File: src/rtl/operand_issue.sv
// Operand fetch/issue: R x N register file with write-back bypass and a pending-destination scoreboard.
// Latency: op accepted at edge k drives A/B/F/out_rd from edge k; output holds while out_ready=0 and in_ready drops on a hazard or a full output slot.
module operand_issue #(
  parameter int N = 32,
  parameter int R = 8,
  localparam int RW = $clog2(R)
) (
  input  logic          clk,
  input  logic          reset,
  input  logic          in_valid,
  output logic          in_ready,
  input  logic [2:0]    in_f,
  input  logic [RW-1:0] in_rs1,
  input  logic [RW-1:0] in_rs2,
  input  logic [RW-1:0] in_rd,
  input  logic          in_imm_en,
  input  logic [N-1:0]  in_imm,
  output logic          out_valid,
  input  logic          out_ready,
  output logic [N-1:0]  A,
  output logic [N-1:0]  B,
  output logic [2:0]    F,
  output logic [RW-1:0] out_rd,
  input  logic          wb_en,
  input  logic [RW-1:0] wb_rd,
  input  logic [N-1:0]  wb_data,
  input  logic          wb_ovf,
  output logic          ovf_sticky
);

  logic [N-1:0] regs [R];
  logic [R-1:0] pending;
  logic [R-1:0] wb_clr;
  logic [R-1:0] acc_set;
  logic [R-1:0] eff_pend;
  logic [N-1:0] rs1_val;
  logic [N-1:0] rs2_val;
  logic [N-1:0] b_val;
  logic         stall;
  logic         accept;

  // A write-back this cycle both bypasses its data and releases its scoreboard bit.
  always_comb begin
    wb_clr = '0;
    if (wb_en && wb_rd != '0) wb_clr[wb_rd] = 1'b1;
  end

  assign eff_pend = pending & ~wb_clr;

  always_comb begin
    rs1_val = '0;
    if (in_rs1 != '0) rs1_val = (wb_en && wb_rd == in_rs1) ? wb_data : regs[in_rs1];
    rs2_val = '0;
    if (in_rs2 != '0) rs2_val = (wb_en && wb_rd == in_rs2) ? wb_data : regs[in_rs2];
  end

  assign b_val = in_imm_en ? in_imm : rs2_val;

  assign stall = in_valid && (eff_pend[in_rs1] ||
                              (!in_imm_en && eff_pend[in_rs2]) ||
                              eff_pend[in_rd]);

  assign in_ready = (!out_valid || out_ready) && !stall;
  assign accept   = in_valid && in_ready;

  always_comb begin
    acc_set = '0;
    if (accept && in_rd != '0) acc_set[in_rd] = 1'b1;
  end

  always_ff @(posedge clk or posedge reset) begin
    if (reset) begin
      for (int i = 0; i < R; i++) regs[i] <= '0;
      pending <= '0;
    end else begin
      if (wb_en && wb_rd != '0) regs[wb_rd] <= wb_data;
      // Set after clear so a same-cycle issue to the written register stays pending.
      pending <= (pending & ~wb_clr) | acc_set;
    end
  end

  always_ff @(posedge clk or posedge reset) begin
    if (reset) begin
      out_valid <= 1'b0;
      A         <= '0;
      B         <= '0;
      F         <= '0;
      out_rd    <= '0;
    end else if (accept) begin
      out_valid <= 1'b1;
      A         <= rs1_val;
      B         <= b_val;
      F         <= in_f;
      out_rd    <= in_rd;
    end else if (out_ready) begin
      out_valid <= 1'b0;
    end
  end

  always_ff @(posedge clk or posedge reset) begin
    if (reset) ovf_sticky <= 1'b0;
    else if (wb_en && wb_ovf) ovf_sticky <= 1'b1;
  end

endmodule

File: config.mk
export PLATFORM = sky130hd
export DESIGN_NAME = operand_issue
export DESIGN_NICKNAME = d
export VERILOG_FILES = /design/src/rtl/operand_issue.sv
export SDC_FILE = /design/constraint.sdc
export NUM_CORES = 1
export LEC_CHECK = 0
export BUFFER_PORTS_ARGS = -buffer_cell sky130_fd_sc_hd__buf_2
export CAP_MARGIN = 20
export CORE_MARGIN = 2
export CORE_UTILIZATION = 55
export CTS_BUF_LIST = sky130_fd_sc_hd__clkbuf_16
export CTS_CLUSTER_SIZE = 24
export DETAILED_ROUTE_END_ITERATION = 8
export PLACE_DENSITY_LB_ADDON = 0.08
export SYNTH_ARGS = -nofsm -noshare
export SYNTH_HDL_FRONTEND = slang
export SYNTH_SLANG_ARGS = --single-unit
File: constraint.sdc
create_clock -name clk -period 9.94 [get_ports clk]
set_clock_uncertainty 0.2 [all_clocks]
set_input_delay 0.497 -clock clk [delete_from_list [all_inputs] [get_ports clk]]
set_output_delay 0.497 -clock clk [all_outputs]
set_load 0.03 [all_outputs]
==> results.json <==
{
  "worstPathMaxFanout": 82,
  "numCtsBuffers": 35,
  "grt-ovfl-total": 0,
  "core-area_um2": 28700,
  "fin_crit_sh": 0.4385,
  "clkLatencyLatePin_ns": 0.51,
  "synthMuxAreaShare": 0.1562,
  "ctsHtreeMaxLevel": 2,
  "grt_max_degree": 99,
  "status": "finished clean",
  "num_rows": 62,
  "via_per_inst": 6.217,
  "cts_buffer_depth": 3,
  "drv_cap": 0,
  "track_usage": 0.3114,
  "worstSetupStartpointType": "primary input",
  "die_x_um": 174.8,
  "vdd_drop_max_v": 0.0002197,
  "sw_frac_of_total": 0.3441,
  "fin_nets": 1876,
  "hold_end": "F[2]",
  "seq_area_frac_synth": 0.4740,
  "place_congestion": 0.8217,
  "p_sw_mw": 1.468,
  "drt_iter0_markers": 1248,
  "ys_async_sr_fraction": 1.000,
  "routed_wirelength_um": 47220,
  "cts.sinks": 304,
  "critPathRequiredTime_ns": 10.13,
  "synth_top_family_by_area": "compound AO/OA/AOI/OAI gates",
  "hpwl_um": 25950,
  "area_delta_synth_final_pct": 12.29,
  "timing.rr.end": "B[19]",
  "p_seq_frac": 0.420,
  "synth_fa_ha_area_frac": 0,
  "met3_length_um": 2772,
  "synth_edf_count": 0,
  "cts_tree": "built",
  "yosysTopAreaCell": "dfrtp_1",
  "final_cell_area_um2": 18020,
  "initial_core_util": 0.5592,
  "finalMaxSlewViolations": 0,
  "setup_tns_ns": 0,
  "max_freq_mhz": 229.4,
  "setup_viol": 0,
  "grt_pass1_vias": 13700,
  "clkTransAtPathRegs_ns": 0.06,
  "die_area_um2": 30570,
  "internal_power_mw": 2.798,
  "p_leak_nw": 8.560,
  "n_antenna_cell": 0,
  "hold_class": "in -> reg",
  "place_area_um2": 16880,
  "post-route-min-period_ns": 4.359,
  "powerDensity_nw_per_um2": 236.7,
  "hold_path_startpoint": "in_f[2]",
  "grt_pass1_wl_um": 75620,
  "synth.distinct_cells": 60,
  "syn_inst": 1741,
  "syn-num-nets": 1827,
  "synth_compound_area_frac": 0.1595,
  "clock_power_share": 0.294,
  "combPwrFrac": 0.287,
  "ios": 159,
  "top_layer": "met5",
  "post-cts-setup-buffers": 0,
  "grt_antenna_before_repair": 2,
  "hold_depth": 2,
  "endpoint_kind": "flop",
  "synth.most_common_cell": "nand2_1",
  "m1WireLength_um": 20660,
  "drc": 0,
  "arrival_ns": 4.55,
  "synthTopCellsByCount": "440 x nand2_1, 304 x dfrtp_1, 144 x mux2_2",
  "ys.flop_type": "dfrtp_1",
  "portBuffers": 158,
  "dieHeight_um": 174.8,
  "synth-seq-cells": 304,
  "dr.pass1.iters": 6,
  "crit_type": "in -> reg",
  "yosys.area_share.simple": 0.1581,
  "hold_violations": 0,
  "max-slew-margin-rel": 0.2423,
  "reg2reg_from": "pending[2]",
  "netlist.area_leader.share": 0.4740,
  "clockRootBuffer": "clkbuf_16",
  "reg2reg_slack_ns": 7.01,
  "num_vias": 13640,
  "rsz0062_at_grt": "false",
  "yosysWarnings": 0,
  "power.total_mw": 4.265,
  "synthXorXnorAreaFrac": 0.003274,
  "wl_per_cell_um": 21.52,
  "reg2regPathDepth": 6,
  "synth_area_per_cell_um2": 9.219,
  "worst_hold_slack_ns": 0.01692,
  "ys_top_cells_by_area": "dfrtp_1 47%, nand2_1 10%, mux2_2 10%",
  "synth_area_um2": 16050,
  "met2RoutedLength_um": 22350,
  "layout-drive-gt1-share": 0.2188,
  "ant_nets": 0,
  "worstMarginPinSlew_ns": 1.137
}
## sequential cells by signal (all words and copies together), names as in the netlist
| name | count |
|---|---|
| regs | 224 |
| F | 3 |
| B | 32 |
| out_valid | 1 |
| A | 32 |
| pending | 8 |
| ovf_sticky | 1 |
| out_rd | 3 |
## layout make-up
type	instances	area, um^2
Multi-Input combinational cell	1245	7716
Clock inverter	20	165.2
Timing Repair Buffer	188	1061
Clock buffer	37	925.9
Fill cell	2431	10680
Inverter	16	67.56
Sequential cell	304	7607
Tap cell	384	480.5
## power by group through the flow
stage          clock (mW)  combinational (mW)  sequential, mW
2_1_floorplan           0               0.620            2.05
3_3_place_gp            0                1.20            1.79
3_5_place_dp            0                1.22            1.80
4_1_cts              1.27                1.23            1.79
5_1_grt              1.32                1.33            1.84
6_report             1.25                1.22            1.79
## worst max-delay path by stage
stage	startpoint	cells after the start	slack, ns	endpoint
final	in_rs2[0]	9	5.58	B[19]
after global routing	in_rs2[0]	9	5.43	B[19]
after CTS	in_rs2[0]	9	5.66	B[19]
after detailed placement	in_rs2[0]	9	5.13	B[19]
after global placement	in_rs2[0]	9	5.21	B[14]
after floorplan	reset	1	0.84	A[0]
## through the flow
| stage | util | worst slack, ns | std cells |
|---|---|---|---|
| detailed placement | 0.5880 | 5.132 | 2132 |
| global placement | 0.5871 | 5.208 | 2131 |
| finish | 0.6279 | 5.581 | 2194 |
| CTS | 0.6274 | 5.663 | 2193 |
| global route | 0.6279 | 5.434 | 2194 |
| floorplan | - | 0.8404 | 1741 |
## cell usage in the layout, fill, tap and decap left out, types with 3 or more instances in the layout
cell | synthesis | final
nand2_1 | 440 | 440
dfrtp_1 | 304 | 304
buf_2 | 18 | 155
mux2_2 | 144 | 144
nor2_1 | 112 | 111
o21ai_0 | 97 | 97
o22ai_1 | 71 | 71
mux2i_1 | 66 | 66
a21oi_1 | 64 | 64
clkbuf_16 | 0 | 37
a211oi_1 | 34 | 34
nor3_1 | 30 | 28
o211ai_1 | 28 | 28
buf_4 | 4 | 27
a22oi_1 | 24 | 24
o311a_1 | 22 | 22
inv_1 | 16 | 20
mux2_1 | 20 | 20
o22a_1 | 9 | 9
a31oi_1 | 8 | 8
a221o_1 | 8 | 8
nor2b_1 | 6 | 6
xnor2_1 | 6 | 6
clkinv_2 | 0 | 6
clkinv_1 | 0 | 5
nand4_1 | 4 | 4
a21o_1 | 4 | 4
dlygate4sd3_1 | 0 | 4
nand4b_4 | 2 | 3
nand3b_1 | 3 | 3
o221ai_1 | 3 | 3
o311ai_0 | 3 | 3
bufinv_16 | 0 | 3
## metal layers
metal / vias up / track usage
li1: 6169 / -
met1: 6834 / 0.4302
met2: 526 / 0.5096
met3: 107 / 0.03655
met4: 4 / 0.1132
met5: - / 0
## cells by family (layout without fill, tap and decap cells)
logic type      after synthesis  in the layout
mux                         230            230
xor+xnor                      6              6
simple gates                619            619
flops                       304            304
buf+inv                     192            261
compound gates              390            390
## worst max-delay path: stages
cell	delay (ns)
buf_2	0.09
buf_4	0.77
nand2b_2	0.92
a21oi_1	0.08
a2111o_1	0.42
o211a_1	0.26
nand4b_4	0.18
buf_4	0.76
mux2_2	0.42
## timing repair
| action | 4_1_cts | 5_1_grt |
|---|---|---|
| resized for setup | 0 | 0 |
| hold buffers | 4 | 0 |
| hold endpoints to repair | 99 | 0 |
Power figures use the tool's default switching activity.
